--- src/rtl/flash_rd_pkg.sv ---
// Shared types and default sizing for the parallel-NOR flash byte reader.
package flash_rd_pkg;

  localparam int DEF_ADDR_W      = 23;
  localparam int DEF_WAIT_CYCLES = 4;
  localparam int DEF_LEN_W       = 24;

  typedef enum logic [2:0] {
    ST_IDLE    = 3'd0,
    ST_WAIT_RY = 3'd1,
    ST_ACCESS  = 3'd2,
    ST_PRESENT = 3'd3,
    ST_DONE    = 3'd4
  } state_t;

endpackage

--- src/rtl/flash_byte_reader.sv ---
// Streams a burst of bytes out of an asynchronous parallel flash, one byte
// outstanding at a time, presenting each on a valid/ready interface.
module flash_byte_reader
  import flash_rd_pkg::*;
#(
  parameter int ADDR_W      = DEF_ADDR_W,
  parameter int WAIT_CYCLES = DEF_WAIT_CYCLES,
  parameter int LEN_W       = DEF_LEN_W
) (
  input  logic              clk,
  input  logic              reset_n,
  input  logic              start,
  input  logic [ADDR_W-1:0] start_addr,
  input  logic [LEN_W-1:0]  byte_count,
  input  logic              abort,
  output logic              busy,
  output logic              done,
  output logic [7:0]        out_data,
  output logic              out_valid,
  input  logic              out_ready,
  output logic [ADDR_W-1:0] FL_ADDR,
  input  logic [7:0]        FL_DQ,
  output logic              FL_CE_N,
  output logic              FL_OE_N,
  output logic              FL_WE_N,
  input  logic              FL_RY
);

  localparam int               CNT_W    = (WAIT_CYCLES > 1) ? $clog2(WAIT_CYCLES) : 1;
  localparam logic [CNT_W-1:0] CNT_LOAD = CNT_W'(WAIT_CYCLES - 1);

  state_t              r_state;
  state_t              w_state_nxt;
  logic [CNT_W-1:0]    r_wait;
  logic [LEN_W-1:0]    r_remaining;
  logic [ADDR_W-1:0]   r_addr;
  logic [7:0]          r_data;
  logic                r_valid;
  logic                r_ce_n;
  logic                r_oe_n;
  logic                r_done;
  logic                r_busy;
  logic                w_accept;

  // The byte in PRESENT is consumed on any edge where both sides agree.
  assign w_accept = r_valid & out_ready;

  // Next-state decode; abort wins over everything except the DONE->IDLE step.
  always_comb begin
    // NOTE: default first, so every path assigns the next state and no latch is inferred.
    w_state_nxt = r_state;
    unique case (r_state)
      ST_IDLE: begin
        if (start) begin
          w_state_nxt = (byte_count == '0) ? ST_DONE : ST_WAIT_RY;
        end
      end
      ST_WAIT_RY: begin
        if (abort)      w_state_nxt = ST_DONE;
        else if (FL_RY) w_state_nxt = ST_ACCESS;
      end
      ST_ACCESS: begin
        if (abort)              w_state_nxt = ST_DONE;
        else if (r_wait == '0)  w_state_nxt = ST_PRESENT;
      end
      ST_PRESENT: begin
        if (abort) begin
          w_state_nxt = ST_DONE;
        end else if (w_accept) begin
          w_state_nxt = (r_remaining == LEN_W'(1)) ? ST_DONE : ST_WAIT_RY;
        end
      end
      ST_DONE:  w_state_nxt = ST_IDLE;
      default:  w_state_nxt = ST_IDLE;
    endcase
  end

  // State register plus strobes registered from the next state so they never glitch.
  always_ff @(posedge clk or negedge reset_n) begin
    if (!reset_n) begin
      r_state <= ST_IDLE;
      r_valid <= 1'b0;
      r_ce_n  <= 1'b1;
      r_oe_n  <= 1'b1;
      r_done  <= 1'b0;
      r_busy  <= 1'b0;
    end else begin
      // NOTE: non-blocking assignments keep every register updating from pre-edge values.
      r_state <= w_state_nxt;
      r_valid <= (w_state_nxt == ST_PRESENT);
      r_ce_n  <= (w_state_nxt != ST_ACCESS);
      r_oe_n  <= (w_state_nxt != ST_ACCESS);
      r_done  <= (w_state_nxt == ST_DONE);
      r_busy  <= (w_state_nxt != ST_IDLE);
    end
  end

  // Burst bookkeeping: address, remaining count, access-wait counter, captured byte.
  always_ff @(posedge clk or negedge reset_n) begin
    if (!reset_n) begin
      r_addr      <= '0;
      r_remaining <= '0;
      r_wait      <= '0;
      r_data      <= '0;
    end else begin
      unique case (r_state)
        ST_IDLE: begin
          if (start && (byte_count != '0)) begin
            r_addr      <= start_addr;
            r_remaining <= byte_count;
          end
        end
        ST_WAIT_RY: begin
          if (!abort && FL_RY) r_wait <= CNT_LOAD;
        end
        ST_ACCESS: begin
          if (!abort) begin
            if (r_wait == '0) r_data <= FL_DQ;
            else              r_wait <= r_wait - 1'b1;
          end
        end
        ST_PRESENT: begin
          // A handshake coinciding with abort still counts as delivered.
          if (w_accept && (r_remaining > LEN_W'(1))) begin
            r_remaining <= r_remaining - 1'b1;
            r_addr      <= r_addr + 1'b1;  // wraps at the top of the address space
          end
        end
        default: ;
      endcase
    end
  end

  assign busy      = r_busy;
  assign done      = r_done;
  assign out_data  = r_data;
  assign out_valid = r_valid;
  assign FL_ADDR   = r_addr;
  assign FL_CE_N   = r_ce_n;
  assign FL_OE_N   = r_oe_n;
  assign FL_WE_N   = 1'b1;

endmodule

--- config.mk ---
export PLATFORM = sky130hd
export DESIGN_NAME = flash_byte_reader
export DESIGN_NICKNAME = d
export VERILOG_FILES = /design/src/rtl/flash_rd_pkg.sv /design/src/rtl/flash_byte_reader.sv
export SDC_FILE = /design/constraint.sdc
export NUM_CORES = 1
export LEC_CHECK = 0
export BUFFER_PORTS_ARGS = -buffer_cell sky130_fd_sc_hd__buf_2
export CAP_MARGIN = 15
export CORE_UTILIZATION = 58
export DETAILED_ROUTE_END_ITERATION = 8
export GPL_TIMING_DRIVEN = 0
export HOLD_SLACK_MARGIN = 0.08
export MAX_ROUTING_LAYER = met4
export PLACE_DENSITY = 0.86
export SLEW_MARGIN = 20
export SYNTH_ARGS = -nofsm -noshare
export SYNTH_HDL_FRONTEND = slang
export SYNTH_SLANG_ARGS = --single-unit
--- constraint.sdc ---
create_clock -name clk -period 5.2 [get_ports clk]
set_clock_uncertainty 0.1 [all_clocks]
set_input_delay 0.26 -clock clk [delete_from_list [all_inputs] [get_ports clk]]
set_output_delay 0.26 -clock clk [all_outputs]
set_load 0.05 [all_outputs]
---- Word-level counts from Yosys, hierarchy flattened ----
Index checks and enable logic that the tools add are counted.
storage, ports and cells
  register bits after elaboration ......... 64
  input bits .............................. 61
  output and inout bits ................... 37
cells by class
  add/subtract/negate cells ............... 3
  magnitude comparators ................... 1
  eq/ne operators ......................... 12
  mux-type cells .......................... 20
  bitwise logic cells ..................... 2
  reductions and logical operators ........ 14
operators with widths
  kind                                                                     count
  24-bit 2-to-1 mux                                                        2
  24-bit case mux with 2 select lines                                      1
  23-bit 2-to-1 mux                                                        2
  23-bit case mux with 2 select lines                                      1
  3-bit 2-to-1 mux                                                         9
  24-bit by 1-bit equality test with 1-bit output, second input constant   1
  24-bit by 1-bit > comparator with 1-bit output, second input constant    1
  24-bit zero test                                                         1
  24-bit nonzero test                                                      1
  24-bit by 1-bit subtractor with 24-bit output, second input constant     1
  23-bit by 1-bit adder with 23-bit output, second input constant          1
  3-bit case mux with 4 select lines                                       1
  2-bit inequality test, second input constant                             5
  3-bit by 2-bit equality test with 1-bit output, second input constant    3
  2-bit 2-to-1 mux                                                         3
  3-bit AND reduction                                                      2
  2-bit case mux with 2 select lines                                       1
  4-bit AND reduction                                                      1
  2-bit nonzero test                                                       2
  3-bit by 1-bit equality test with 1-bit output, second input constant    1
  3-bit equality test, second input constant                               1
  1-bit logical AND                                                        3
  3-bit zero test                                                          1
  3-bit by 2-bit inequality test with 1-bit output, second input constant  1
  6 further kinds                                                          6

---- Longest topological paths before layout ----
  depth after elaboration ................. 6
  depth in mapped cells ................... 8
  mapped depth without buffers ............ 7

---- Worst setup path after synthesis ----
No wires, ideal clock.
  path kind ............................... register to register
  from .................................... reg r_remaining[6]
  to ...................................... reg r_addr[8], in the netlist FL_ADDR[8]
  setup time .............................. 0.129 ns
  arrival ................................. 2.161 ns
  required time ........................... 4.971 ns
  slack ................................... 2.810 ns
  stages on the path, launching flop included .. 8
  clock period less this slack ............ 2.390 ns
  cells stage by stage .................... dfrtp_1 -> buf_2 -> or3_4 -> or4_4 -> o211a_4 -> buf_2 -> a311oi_1 -> a21oi_1
between the ends
  longest elaborated chain between the ends .. 4
ends and longest elaborated chain
  item                                            line                      source
  start: declaration                              flash_byte_reader.sv:35   logic [LEN_W-1:0] r_remaining;
  start signal: assignment                        flash_byte_reader.sv:110  r_remaining <= byte_count;
  start signal: assignment                        flash_byte_reader.sv:125  r_remaining <= r_remaining - 1'b1;
  24-bit by 1-bit > comparator with 1-bit output  flash_byte_reader.sv:124  if (w_accept && (r_remaining > LEN_W'(1))) begin
  1-bit logical AND                               flash_byte_reader.sv:124
  2-bit inequality test (no source line)          --
  3-bit AND reduction (no source line)            --
  end signal: assignment                          flash_byte_reader.sv:109  r_addr <= start_addr;
  end signal: assignment                          flash_byte_reader.sv:126  r_addr <= r_addr + 1'b1;
  end: declaration                                flash_byte_reader.sv:36   logic [ADDR_W-1:0] r_addr;
Every way passes these cells.
A chain may end at the register's enable or synchronous reset.

---- Final worst setup path ----
  from .................................... in byte_count[13]
  to ...................................... reg r_addr[18], in the netlist FL_ADDR[18]
between the ends
  longest elaborated chain between the ends .. 4
ends and longest elaborated chain
  item                                    line                      source
  start: declaration                      flash_byte_reader.sv:14   input logic [LEN_W-1:0] byte_count,
  24-bit nonzero test                     flash_byte_reader.sv:108  if (start && (byte_count != '0)) begin
  1-bit logical AND                       flash_byte_reader.sv:108
  2-bit inequality test (no source line)  --
  3-bit AND reduction (no source line)    --
Every way passes these cells.

==> impl_metrics.json <==
{
  "clock-root-buffer": "clkbuf_8",
  "start_util_pct": 61.4,
  "clkLatencyLatePin_ps": 360,
  "grt_pass1_wl_mm": 21.3,
  "synthArstFlopShare_pct": 100,
  "antenna_found_initial": 0,
  "grt_use_total_pct": 39.7,
  "die_y_um": 84.9,
  "worstSetupEndpointType": "flop",
  "ff_latch_area_um2": 1600,
  "synth-seq-cells": 64,
  "slew-limit-headroom_pct": 33.3,
  "area_delta_synth_final_pct": 23.5,
  "first_pass_iters": 8,
  "crit_chain": "dlygate4sd3_1, buf_2, nor4_1, nand4_1, o21bai_1, clkbuf_1, o21ai_0, a221oi_1",
  "via_count": 4410,
  "fmaxAchievable_mhz": 334,
  "cp_slowest_cell": "o21bai_1",
  "fin_crit_ps": 3000,
  "diodes": 0,
  "routedWlPerCell_um": 21.1,
  "p_per_area_nw_per_um2": 557,
  "crit_path_start_kind": "input port",
  "drt_iter0_drc": 619,
  "fillers": 498,
  "cts.repair.resized": 0,
  "num-nets-final": 616,
  "synthCells": 430,
  "grt_pass1_vias": 4264,
  "status": "finished, violations left",
  "final_cell_mix": "98 x buf_2, 63 x dfrtp_1, 32 x nor2_1",
  "critPathTopFamily": "buffers and inverters",
  "critical_path_depth": 8,
  "tns_ps": 0,
  "avgViaCountPerCell": 6.97,
  "portBuffers": 96,
  "finalWirelength_mm": 13.4,
  "clockBufferDepth": 2,
  "cts_buffers": 9,
  "arrival_ps": 3150,
  "grt_max_degree": 40,
  "die-width_um": 84.9,
  "dp_slack_ps": 2350,
  "drive_gt1_share_pct": 27.7,
  "multi_input_area_um2": 2160,
  "worst_pin_slew_ps": 991,
  "slew_violations": 0,
  "post-cts-setup-buffers": 0,
  "num_io_pins": 98,
  "synth_edf_count": 0,
  "dp_hpwl_mm": 9.02,
  "critPathMaxFanout": 10,
  "syn_area_um2": 3990,
  "worstHoldPathCells": 3,
  "place_congestion": 1.00,
  "ff2ff_path_depth": 8,
  "ctsHoldBuffers": 13,
  "coreArea_um2": 6490,
  "synth_area_per_cell_um2": 9.27,
  "clkSlewWorstSetupHoldPaths_ps": 80,
  "hold_violations": 0,
  "rows": 29,
  "peakVddDrop_mv": 0.398,
  "utilization_pct": 75.8,
  "antenna_left": 0,
  "netlist-cell-type-count": 71,
  "hp-class": "input port to flop",
  "setup_viol": 0,
  "timing.final.ws_setup_ps": 2200,
  "critPathRequiredTime_ps": 5360,
  "rsz0062_at_grt": "false",
  "final_common_cell": "buf_2",
  "synthFlopType": "dfrtp_1",
  "violations": "design-rule violations",
  "ys_seq_area_share_pct": 40.2,
  "period_share_pct": 57.6,
  "critPathMaxStageDelay_ps": 670,
  "grt_overflow_total": 0,
  "maxCapViolCount": 0,
  "die_area_um2": 7210,
  "syn-num-nets": 495,
  "drcViolationCount": 3,
  "ys_warn_count": 0,
  "clock-sinks": 64,
  "critPathBufInv": 3,
  "path_class": "input port to flop",
  "cts_tree": "yes",
  "h-tree-depth": 3,
  "cellLeakagePower_nw": 2.16
}
[final cells by class]
type | instances | share of cell area, %
Multi-Input combinational cell | 320 | 43.9
Sequential cell | 64 | 32.6
Timing Repair Buffer | 110 | 12.9
Buffer | 31 | 3.36
Clock buffer | 11 | 3.08
Tap cell | 77 | 1.96
Inverter | 15 | 1.14
Clock inverter | 5 | 1.12
[stage by stage]
| stage | total power [mW] | cell area, µm² | std cells | hold WS [ps] |
|---|---|---|---|---|
| 2_1_floorplan | 1.86 | 3990 | 430 | -136 |
| 3_3_place_gp | 2.19 | 4560 | 603 | 382 |
| 3_5_place_dp | 2.23 | 4590 | 604 | 99.0 |
| 4_1_cts | 2.70 | 4920 | 633 | 92.5 |
| 5_1_grt | 2.87 | 4920 | 633 | 99.9 |
| 6_report | 2.74 | 4920 | 633 | 85.1 |
[layer usage]
layer  share of wire [%]  GRT usage, %  up-vias
met5                   0             -        -
li1                    -             -     1934
met2                  46          60.2      354
met1                  37          49.7     2049
met4                 4.3          21.1        0
met3                  12          9.24       73
[worst paths after layout]
path / start / to / slack, ps
max: byte_count[13] / FL_ADDR[18] / 2200
min in group asynchronous: reset_n / r_remaining[22] / 260
min reg2reg: r_remaining[15] / r_remaining[15] / 410
min: start_addr[12] / FL_ADDR[12] / 90
max in group asynchronous: reset_n / FL_OE_N / 4150
max reg2reg: r_state[1] / r_remaining[13] / 2350
[cells by family after synthesis]
family,synth area share [%]
buf+inv,5.56
other cells,0.0941
fa+ha+maj,1.26
compound gates,26.4
simple gates,22.3
flops,40.2
mux,4.11
[tightest hold or removal path, stage by stage]
cell and delay (ps):
buf_2 100, nor2_1 90, a311oi_1 60
[registers in the layout, summed over array words and instances (netlist names)]
register	count
r_remaining	24
r_wait	2
FL_ADDR	23
out_valid	1
done	1
FL_OE_N	1
r_state	3
out_data	8
busy	1
[cells in the mapped netlist, types with 6 or more instances]
cell / instances / area (µm²)
dfrtp_1: 63 / 1580
nor2_1: 32 / 120
nand2_1: 24 / 90.1
nor3_1: 22 / 110
o21ai_0: 20 / 100
clkbuf_1: 18 / 67.6
inv_1: 15 / 56.3
nor4_1: 14 / 87.6
a21oi_1: 13 / 65.1
and3_1: 13 / 81.3
nand3_1: 12 / 60.1
nand4_1: 12 / 75.1
a31oi_1: 11 / 68.8
mux2_2: 11 / 124
a211oi_1: 9 / 67.6
a22oi_1: 9 / 67.6
a311oi_1: 9 / 78.8
o22ai_1: 7 / 43.8
and4_1: 6 / 52.6
o22a_1: 6 / 52.6
[report_power, final]
part	switching (mW)	leakage, nW	internal [mW]	total [mW]
logic	0.886	1.30	0.436	1.32
clock network	0.213	0.101	0.246	0.459
registers	0.258	0.759	0.704	0.962
total	1.36	2.16	1.39	2.74
Power figures use the tool's default switching activity.
